**src/rtl/switch_debounce_reader_pkg.sv**
```systemverilog
// Shared constants and debounce FSM state codes for the slide-switch conditioner.
package switch_debounce_reader_pkg;

    localparam int CLK_HZ        = 50_000_000;
    localparam int DB_CYCLES_DEF = 500_000;    // 10 ms at 50 MHz

    typedef enum logic [0:0] {
        ST_STABLE = 1'b0,
        ST_COUNT  = 1'b1
    } db_state_e;

endpackage

```
**src/rtl/switch_debounce_reader_debounce_bit.sv**
```systemverilog
// One switch channel: 2-flop synchroniser, stability counter and level/rise/fall outputs.
module debounce_bit
    import switch_debounce_reader_pkg::*;
#(
    parameter int DB_CYCLES = DB_CYCLES_DEF
) (
    input  logic clk,
    input  logic rst,
    input  logic raw,
    output logic level,
    output logic rise,
    output logic fall
);

    localparam int            CW       = (DB_CYCLES > 1) ? $clog2(DB_CYCLES) : 1;
    localparam logic [CW-1:0] CNT_LAST = CW'(DB_CYCLES - 1);

    logic          s1_r, s2_r;
    db_state_e     state_r, state_s;
    logic [CW-1:0] cnt_r, cnt_s;
    logic          level_r, level_s;
    logic          rise_r, rise_s;
    logic          fall_r, fall_s;

    // Synchroniser, FSM state, counter and registered outputs.
    always_ff @(posedge clk) begin
        if (rst) begin
            s1_r    <= 1'b0;
            s2_r    <= 1'b0;
            state_r <= ST_STABLE;
            cnt_r   <= {CW{1'b0}};
            level_r <= 1'b0;
            rise_r  <= 1'b0;
            fall_r  <= 1'b0;
        end else begin
            s1_r    <= raw;
            s2_r    <= s1_r;
            state_r <= state_s;
            cnt_r   <= cnt_s;
            level_r <= level_s;
            rise_r  <= rise_s;
            fall_r  <= fall_s;
        end
    end

    // Next-state logic: a new level is accepted only after DB_CYCLES consecutive mismatches.
    always_comb begin
        state_s = state_r;
        cnt_s   = cnt_r;
        level_s = level_r;
        rise_s  = 1'b0;
        fall_s  = 1'b0;
        case (state_r)
            ST_STABLE: begin
                if (s2_r != level_r) begin
                    cnt_s   = CW'(1);
                    state_s = ST_COUNT;
                end else begin
                    cnt_s   = {CW{1'b0}};
                end
            end
            ST_COUNT: begin
                if (s2_r == level_r) begin
                    cnt_s   = {CW{1'b0}};
                    state_s = ST_STABLE;
                end else if (cnt_r == CNT_LAST) begin
                    level_s = s2_r;
                    rise_s  = s2_r;
                    fall_s  = ~s2_r;
                    cnt_s   = {CW{1'b0}};
                    state_s = ST_STABLE;
                end else begin
                    cnt_s   = cnt_r + CW'(1);
                end
            end
            default: begin
                cnt_s   = {CW{1'b0}};
                state_s = ST_STABLE;
            end
        endcase
    end

    assign level = level_r;
    assign rise  = rise_r;
    assign fall  = fall_r;

endmodule

```
**src/rtl/switch_debounce_reader.sv**
```systemverilog
// Slide-switch conditioner: per-bit debounce plus a sticky change record with valid/ack.
// Optional accepted-edge counter port evt_count is built when SW_EVENT_COUNT_EN is defined.
module switch_debounce_reader
    import switch_debounce_reader_pkg::*;
#(
    parameter int WIDTH     = 8,
    parameter int DB_CYCLES = DB_CYCLES_DEF
) (
    input  logic             clk,
    input  logic             rst,
    input  logic [WIDTH-1:0] SW,
    output logic [WIDTH-1:0] sw_level,
    output logic [WIDTH-1:0] sw_rise,
    output logic [WIDTH-1:0] sw_fall,
    output logic             evt_valid,
    output logic [WIDTH-1:0] evt_mask,
    input  logic             evt_ack
`ifdef SW_EVENT_COUNT_EN
    ,
    output logic [7:0]       evt_count
`endif
);

    logic [WIDTH-1:0] chg_s;
    logic             evt_valid_r, evt_valid_s;
    logic [WIDTH-1:0] evt_mask_r, evt_mask_s;

    for (genvar g = 0; g < WIDTH; g++) begin : g_bit
        debounce_bit #(.DB_CYCLES(DB_CYCLES)) u_db (
            .clk   (clk),
            .rst   (rst),
            .raw   (SW[g]),
            .level (sw_level[g]),
            .rise  (sw_rise[g]),
            .fall  (sw_fall[g])
        );
    end

    assign chg_s = sw_rise | sw_fall;

    // Event record: bits accumulate until acked; an ack coinciding with new edges starts a fresh record.
    always_comb begin
        evt_valid_s = evt_valid_r;
        evt_mask_s  = evt_mask_r;
        if (!evt_valid_r) begin
            if (chg_s != {WIDTH{1'b0}}) begin
                evt_valid_s = 1'b1;
                evt_mask_s  = chg_s;
            end else begin
                evt_valid_s = 1'b0;
            end
        end else if (evt_ack) begin
            evt_valid_s = (chg_s != {WIDTH{1'b0}});
            evt_mask_s  = chg_s;
        end else begin
            evt_mask_s  = evt_mask_r | chg_s;
        end
    end

    // Event record registers.
    always_ff @(posedge clk) begin
        if (rst) begin
            evt_valid_r <= 1'b0;
            evt_mask_r  <= {WIDTH{1'b0}};
        end else begin
            evt_valid_r <= evt_valid_s;
            evt_mask_r  <= evt_mask_s;
        end
    end

    assign evt_valid = evt_valid_r;
    assign evt_mask  = evt_mask_r;

`ifdef SW_EVENT_COUNT_EN
    logic [7:0] evt_count_r;

    function automatic logic [7:0] popcount(input logic [WIDTH-1:0] v);
        logic [7:0] n;
        n = 8'd0;
        for (int i = 0; i < WIDTH; i++) begin
            n = n + {7'd0, v[i]};
        end
        return n;
    endfunction

    // Running count of accepted edges, wrapping modulo 256.
    always_ff @(posedge clk) begin
        if (rst) begin
            evt_count_r <= 8'd0;
        end else begin
            evt_count_r <= evt_count_r + popcount(chg_s);
        end
    end

    assign evt_count = evt_count_r;
`endif

endmodule

```
**config.mk**
```make
export PLATFORM = sky130hd
export DESIGN_NAME = switch_debounce_reader
export DESIGN_NICKNAME = d
export VERILOG_FILES = /design/src/rtl/switch_debounce_reader_pkg.sv /design/src/rtl/switch_debounce_reader_debounce_bit.sv /design/src/rtl/switch_debounce_reader.sv
export SDC_FILE = /design/constraint.sdc
export NUM_CORES = 1
export LEC_CHECK = 0
export CAP_MARGIN = 20
export CELL_PAD_IN_SITES_DETAIL_PLACEMENT = 1
export CELL_PAD_IN_SITES_GLOBAL_PLACEMENT = 1
export CORE_ASPECT_RATIO = 0.8
export CORE_MARGIN = 8
export CORE_UTILIZATION = 35
export DETAILED_ROUTE_END_ITERATION = 6
export PLACE_DENSITY_LB_ADDON = 0.1
export SYNTH_ARGS = -nofsm -noshare
export SYNTH_HDL_FRONTEND = slang
export SYNTH_HIERARCHICAL = 1
export SYNTH_SLANG_ARGS = --single-unit
```
**constraint.sdc**
```tcl
create_clock -name clk -period 2.2 [get_ports clk]
set_clock_uncertainty 0.1 [all_clocks]
set_input_delay 0.44 -clock clk [delete_from_list [all_inputs] [get_ports clk]]
set_output_delay 0.44 -clock clk [all_outputs]
set_load 0.01 [all_outputs]
```
Word-level counts from Yosys, hierarchy flattened --
Index checks and enable logic that the tools add are counted. W data, S select, Z words.
Storage, ports and cells: output and inout port bits 33, memories kept 0, register bits 209, bits in writable memories 0, ROM bits 0, latch bits 0, input bits 11, logic and storage cells 212
Operators by class: reductions and logical operators 18, equal/unequal tests 24, magnitude comparators 0, bitwise logic cells 34, multiply operators 0, shift operators 0, add/sub/neg operators 8, mux-type cells 70, div/mod/pow operators 0
Operators with widths (count):
- $mux W19 | 16
- $pmux W19 S2 | 8
- $add A19 B1 Y19 const B | 8
- $eq A19 B19 Y1 const B | 8
- $mux W1 | 35
- $not A1 Y1 | 32
- $reduce_or A4 Y1 | 8
- $mux W8 | 3
- $reduce_and A3 Y1 | 8
- $or A8 B8 Y8 | 2
- $pmux W1 S2 | 8
- $eq A1 B1 Y1 | 8
- $ne A1 B1 Y1 | 8
- $reduce_bool A8 Y1 | 1
- $reduce_bool A2 Y1 | 1

Depth between registers and ports, before layout --
Gate-level depths: netlist of run 1.
depth in word-level cells 4, depth in mapped cells 6, mapped depth without buffers 5

Cells and area by module --
The synthesis of run 1 kept the hierarchy.
By module, submodules not included:
- debounce_bit (g_bit[0].u_db ...) | area each 1138.6 sq um, sequential area each 500.5 sq um, times used 7, cells each 120
- debounce_bit (g_bit[7].u_db) | area each 1128.6 sq um, sequential area each 500.5 sq um, times used 1, cells each 123
- switch_debounce_reader | area each 638.1 sq um, sequential area each 180.2 sq um, times used 1, cells each 60

Worst setup path after synthesis of run 1 --
OpenSTA, ideal clock, no wires.
path kind flip-flop to flip-flop, start point register g_bit[7].u_db.cnt_r[0], end point register g_bit[7].u_db.cnt_r[18], path buffers 0, data arrival time 1.680 ns, cell stages (with the launch flop) 6, setup time 0.070 ns, setup slack 0.350 ns, clock period less this slack 1.850 ns, data required time 2.030 ns, path through dfxtp_1 ha_1 nand4_4 or4_1 or3_1 a21oi_1
Between the ends: longest elaborated chain between the ends 4, elaborated cells on any way between the ends 5, classes of those cells add/sub: 1; eq/ne: 1; mux: 3
Ends and longest elaborated chain:
- start: declaration | RTL line switch_debounce_reader_debounce_bit.sv:20 | logic [CW-1:0] cnt_r, cnt_s;
- start signal: assignment | RTL line switch_debounce_reader_debounce_bit.sv:31 | cnt_r <= {CW{1'b0}};
- start signal: assignment | RTL line switch_debounce_reader_debounce_bit.sv:39 | cnt_r <= cnt_s;
- $add A19 B1 Y19 or $eq A19 B19 Y1 (tied branches) | RTL line switch_debounce_reader_debounce_bit.sv:73, switch_debounce_reader_debounce_bit.sv:66
- $mux W19 * | RTL line switch_debounce_reader_debounce_bit.sv:66 | end else if (cnt_r == CNT_LAST) begin
- $mux W19 * | RTL line switch_debounce_reader_debounce_bit.sv:63 | if (s2_r == level_r) begin
- $pmux W19 S2 * | RTL line switch_debounce_reader_debounce_bit.sv:53 | case (state_r)
Every way passes the cells marked *; elsewhere a longest branch is shown, timed or not. A chain may end at the register's enable or synchronous reset.

Final worst setup path of run 1 --
start point register g_bit[1].u_db.rise_r, end point output sw_rise[1]
RTL lines:
- start: declaration | RTL line switch_debounce_reader_debounce_bit.sv:22 | logic rise_r, rise_s;
- start signal: assignment | RTL line switch_debounce_reader_debounce_bit.sv:41 | rise_r <= rise_s;
- end: declaration | RTL line switch_debounce_reader.sv:13 | output logic [WIDTH-1:0] sw_rise,
No word-level cell between the ends.

==> results, run 1 <==
- In the final routed layout, each cell accounts on average for 15.42 um.
- The tightest hold path in the finished design has a slack of roughly 0.31 ns.
- Of the total synthesized cell area, the portion taken by AND, OR, NAND and NOR gates is 32.83%.
- Post-CTS timing repair inserted 0 buffers for setup.
- The final count of hold timing violations was 0.
- The average cell area after synthesis is 9.518 um^2.
- Clock-pin slew was measured on the worst setup and hold paths at 0.06 ns.
- In this run the cell area of the synthesized design comes to between 9000 and 10000 um^2.
- The cell with the largest stage delay on the worst path is sky130_fd_sc_hd__clkdlybuf4s50_1.
- The worst path required time is approximately 1.7 ns.
- The number of clock buffers added by TritonCTS is 24.
- The clock latency on the worst-skew pair is about 0.52 ns.
- The weighted congestion reported at the end of routability-driven placement is 0.7273.
- The number of cells after detailed placement is 1420.
- The actual slew at the worst max-slew pin is 0.8019 ns.
- The kind of cell adding the most delay to the critical path is buffers and inverters.
- The total count of max-transition violations in the final report is 0.
- The peak per-stage delay on the critical path is between 0.6 and 0.7 ns.
- The first global-routing pass estimated 37790 um of wire.
- The worst setup path is captured at an output port.
- The number of inserted diodes is 0.
- The number of buffers between clock root and the deepest sink is 3.
- Registers take ~4200 um^2.
- The power density over the cells is between 600 and 700 nW/um^2.
- The initial antenna violation count is 0.
- The largest fanout of any net on the critical path is 3.
- The clock tree root buffer cell is sky130_fd_sc_hd__clkbuf_16.
- After global routing the overflow that remains totals 0.
- Walking the worst path, the cells encountered are clkdlybuf4s50_1.
- The number of H-tree branching levels is 1.
- The total length of routed wires is about 23000 um.
- The initialized floorplan defines 54 standard-cell rows.
- In this run the vertical extent of the chip is about 170 um.
- Together, buffers and inverters on the worst path number 1.
- For the worst setup path, the data arrival time is 1.61 ns.
- The setup path with the least slack is of type reg -> out.
- The largest net degree at the start of global routing is 25.
- Headroom to the max-slew limit came out at 46.43%.
- The signed area change from the synthesized netlist to the final layout is 16.13%.
- The share of async-settable or async-resettable flops after synthesis is 0%.
- Derived from the worst setup path, the maximum achievable clock frequency is 0.4658 GHz.
- The die span in x is slightly above 200 um.
- The synthesized netlist devotes between 9 and 10% of its cell area to compound gates.
- The count of cells in the finished layout, fillers not included, comes to 1462.
- The vias after detailed routing is 7445.
- The final critical path time including I/O delays and setup is 2.147 ns.
- During I/O placement, the number of pins put on the boundary was 44.
- The standard cell core area is 27300 um^2.
- The total negative slack is 0 ns.
- Across the run, the number of max-cap violations was 0.
- After synthesis, the largest family of logic cells by area is simple AND/OR/NAND/NOR gates.
- The number of nets with antenna violations after detailed routing is 0.
- The number of DRC violations after detailed routing is 0.
- The final critical-path share of the clock period is between 90% and 100%.
- The starting DRC count in detailed routing is roughly 270.
- Detailed placement ended at an HPWL of 16160 um.
- Yosys printed 6 warnings.
- The fraction of final layout cells with drive strength greater than 1 is between 10% and 20%.
- The proportion of synthesized area in mux cells is 0.1028%.
- In this run the worst hold path is classified as in -> reg.
- Counting flops and latches in the post-synthesis netlist gives 209.
- Setup repair after global routing left no endpoint under its margin.
- Setup violations remaining at the end of the flow were counted as 0.
- The count of buffers added on input and output ports is 43.
- When the netlist entered floorplanning its net count stood at 1042.
- In the final layout, the multi-input gates occupy between 5000 and 6000 um^2.
- STA classifies the critical path startpoint as a flop.
- Among all flip-flop cells after synthesis, the most frequent one is sky130_fd_sc_hd__dfxtp_1.
- The area enclosed by the die boundary is 33450 um^2.
- For this design, the sink count on the clock tree is approximately 210.
- The number of synthesized flops with an enable pin is 0.
- The flow ran to the end, and the final reports show no timing, DRC or antenna violations.
- The xor and xnor fraction of the mapped netlist area is approximately 9.6%.
- The number of global-route vias before repair was 7262.
- The starting density of the core is about 36%.
- Summed over all cells, the static leakage comes to approximately 0.0039 uW.
- The distinct cell type count after synthesis is 46.
- Leaving out fill and tap cells, the most frequent cells in the layout are sky130_fd_sc_hd__dfxtp_1 (207), sky130_fd_sc_hd__nor2_1 (118), sky130_fd_sc_hd__xor2_1 (81).
- The TritonCTS clock tree is yes.
- The cell count after synthesis came out at 1023.
- The worst ir drop on vdd is just under 500 uV.
- The all-layer global routing usage is a little over an eighth.
- The count of TritonRoute iterations in the first routing pass is 4.
- The average via count per standard cell is 5.092.
- The filler cells instantiated in the layout total ~3100.
- The share of the Yosys chip area taken by registers is a little over two fifths.
- Summing the areas of all fa, ha and maj instances in the mapped netlist gives 1.028% of the synthesized area.
- The number of nets in the final layout is 1101.
- The library cell used most frequently in the layout, excluding fill and tap cells, is sky130_fd_sc_hd__dfxtp_1.
sequential cells by signal (all words and copies together) (netlist names), 8 cells and up:
name and flops:
g_bit.u_db/s2_r 8, g_bit.u_db/rise 8, g_bit.u_db/state_r 8, g_bit.u_db/fall 8
g_bit.u_db/cnt_r 152, g_bit.u_db/level 8, g_bit.u_db/s1_r 8, evt_mask 8
layer usage:
layer  track usage, %  vias to the layer above  wire [um]  part of all wire (%)
met2            20.25                       52       9503                    42
met3            2.671                       19        693                   3.1
li1                 -                     3779          -                     -
met5                0                        -          0                     0
met1            19.50                     3595      12060                    53
met4            2.632                        0        289                   1.3
what timing repair did:
item                                    in CTS  in global routing
hold buffers                                 0                  0
endpoints found under the setup margin       1                  1
hold endpoints to repair                     0                  0
pin swaps                                    0                  0
resized for setup                            1                  1
area by class of cell:
type / count / share of cell area, %
multi-input combinational: 754 / 45.54
inverter: 18 / 0.5975
sequential: 209 / 37.03
clock buffer: 39 / 6.794
timing repair buffer: 75 / 5.887
clock inverter: 3 / 0.1328
tap: 364 / 4.028
report_power, final:
part	internal, uW	switching, uW
sequential	3810	19.7
combinational	47.4	42.6
clock	2360	1550
total	6220	1610
cells in the mapped netlist, types with 8 or more instances:
library cell | instances | area [um^2]
sky130_fd_sc_hd__a2bb2oi_1 | 8 | 70.07
sky130_fd_sc_hd__nand2_1 | 65 | 244.0
sky130_fd_sc_hd__inv_1 | 18 | 67.56
sky130_fd_sc_hd__nor2_1 | 118 | 442.9
sky130_fd_sc_hd__buf_4 | 9 | 67.56
sky130_fd_sc_hd__buf_2 | 11 | 55.05
sky130_fd_sc_hd__and3_2 | 14 | 105.1
sky130_fd_sc_hd__nand3_1 | 56 | 280.3
sky130_fd_sc_hd__nor2b_1 | 27 | 168.9
sky130_fd_sc_hd__and3_1 | 23 | 143.9
sky130_fd_sc_hd__ha_1 | 8 | 100.1
sky130_fd_sc_hd__nor4b_2 | 16 | 240.2
sky130_fd_sc_hd__nand4_4 | 10 | 212.7
sky130_fd_sc_hd__o41ai_2 | 8 | 130.1
sky130_fd_sc_hd__o21ai_2 | 8 | 70.07
sky130_fd_sc_hd__nand4_1 | 40 | 250.2
sky130_fd_sc_hd__o21ai_0 | 37 | 185.2
sky130_fd_sc_hd__and4_1 | 29 | 254.0
sky130_fd_sc_hd__xor2_1 | 81 | 709.4
sky130_fd_sc_hd__xnor2_1 | 26 | 227.7
sky130_fd_sc_hd__or3_1 | 30 | 187.7
sky130_fd_sc_hd__a21oi_1 | 44 | 220.2
sky130_fd_sc_hd__dfxtp_1 | 209 | 4184
sky130_fd_sc_hd__nor4_1 | 21 | 131.4
sky130_fd_sc_hd__buf_6 | 14 | 157.7
path summary, 6_finish.rpt:
| check | from | endpoint | slack [ns] | cells after the start |
|---|---|---|---|---|
| worst min-delay path | rst | g_bit[7].u_db/s2_r | 0.31 | 2 |
| worst max register to register | g_bit[7].u_db/cnt_r[0] | g_bit[7].u_db/cnt_r[18] | 0.19 | 5 |
| worst max-delay path | g_bit[1].u_db/rise | sw_rise[1] | 0.05 | 1 |
| worst min register to register | g_bit[1].u_db/s1_r | g_bit[1].u_db/s2_r | 0.34 | 1 |
through the flow:
step	util [%]	worst slack, ns	total power (uW)	cell area [um^2]
after floorplan	-	0.3500	3950	9737
after global placement	38.55	0.1191	4002	10520
after detailed placement	38.55	0.1254	4003	10520
after CTS	41.42	0.01148	8011	11310
after global routing	41.42	0.008184	8198	11310
final	41.42	0.05334	7829	11310
cells by family after synthesis:
group	Yosys count
buffers and inverters	60
flip-flops	209
adder cells (fa/ha/maj)	8
multiplexers	1
XOR/XNOR	107
AO/OA/AOI/OAI	135
AND/OR/NAND/NOR	503
Note: power is estimated with default switching activity, not from simulation.
==> run 2, diff against run 1 <==
--- a/config.mk
+++ b/config.mk
@@ -12,6 +12,7 @@
 export CORE_MARGIN = 8
 export CORE_UTILIZATION = 35
 export DETAILED_ROUTE_END_ITERATION = 6
+export GPL_ROUTABILITY_DRIVEN = 0
 export PLACE_DENSITY_LB_ADDON = 0.1
 export SYNTH_ARGS = -nofsm -noshare
 export SYNTH_HDL_FRONTEND = slang
==> results of run 2 <==
No change in the layout: final DEF, timing and power equal those of run 1.
==> run 3, diff against run 2 <==
--- a/config.mk
+++ b/config.mk
@@ -5,6 +5,7 @@
 export SDC_FILE = /design/constraint.sdc
 export NUM_CORES = 1
 export LEC_CHECK = 0
+export ABC_CLOCK_PERIOD_IN_PS = 2200
 export CAP_MARGIN = 20
 export CELL_PAD_IN_SITES_DETAIL_PLACEMENT = 1
 export CELL_PAD_IN_SITES_GLOBAL_PLACEMENT = 1
==> results of run 3 <==
No change in the layout: final DEF, timing and power equal those of run 1.
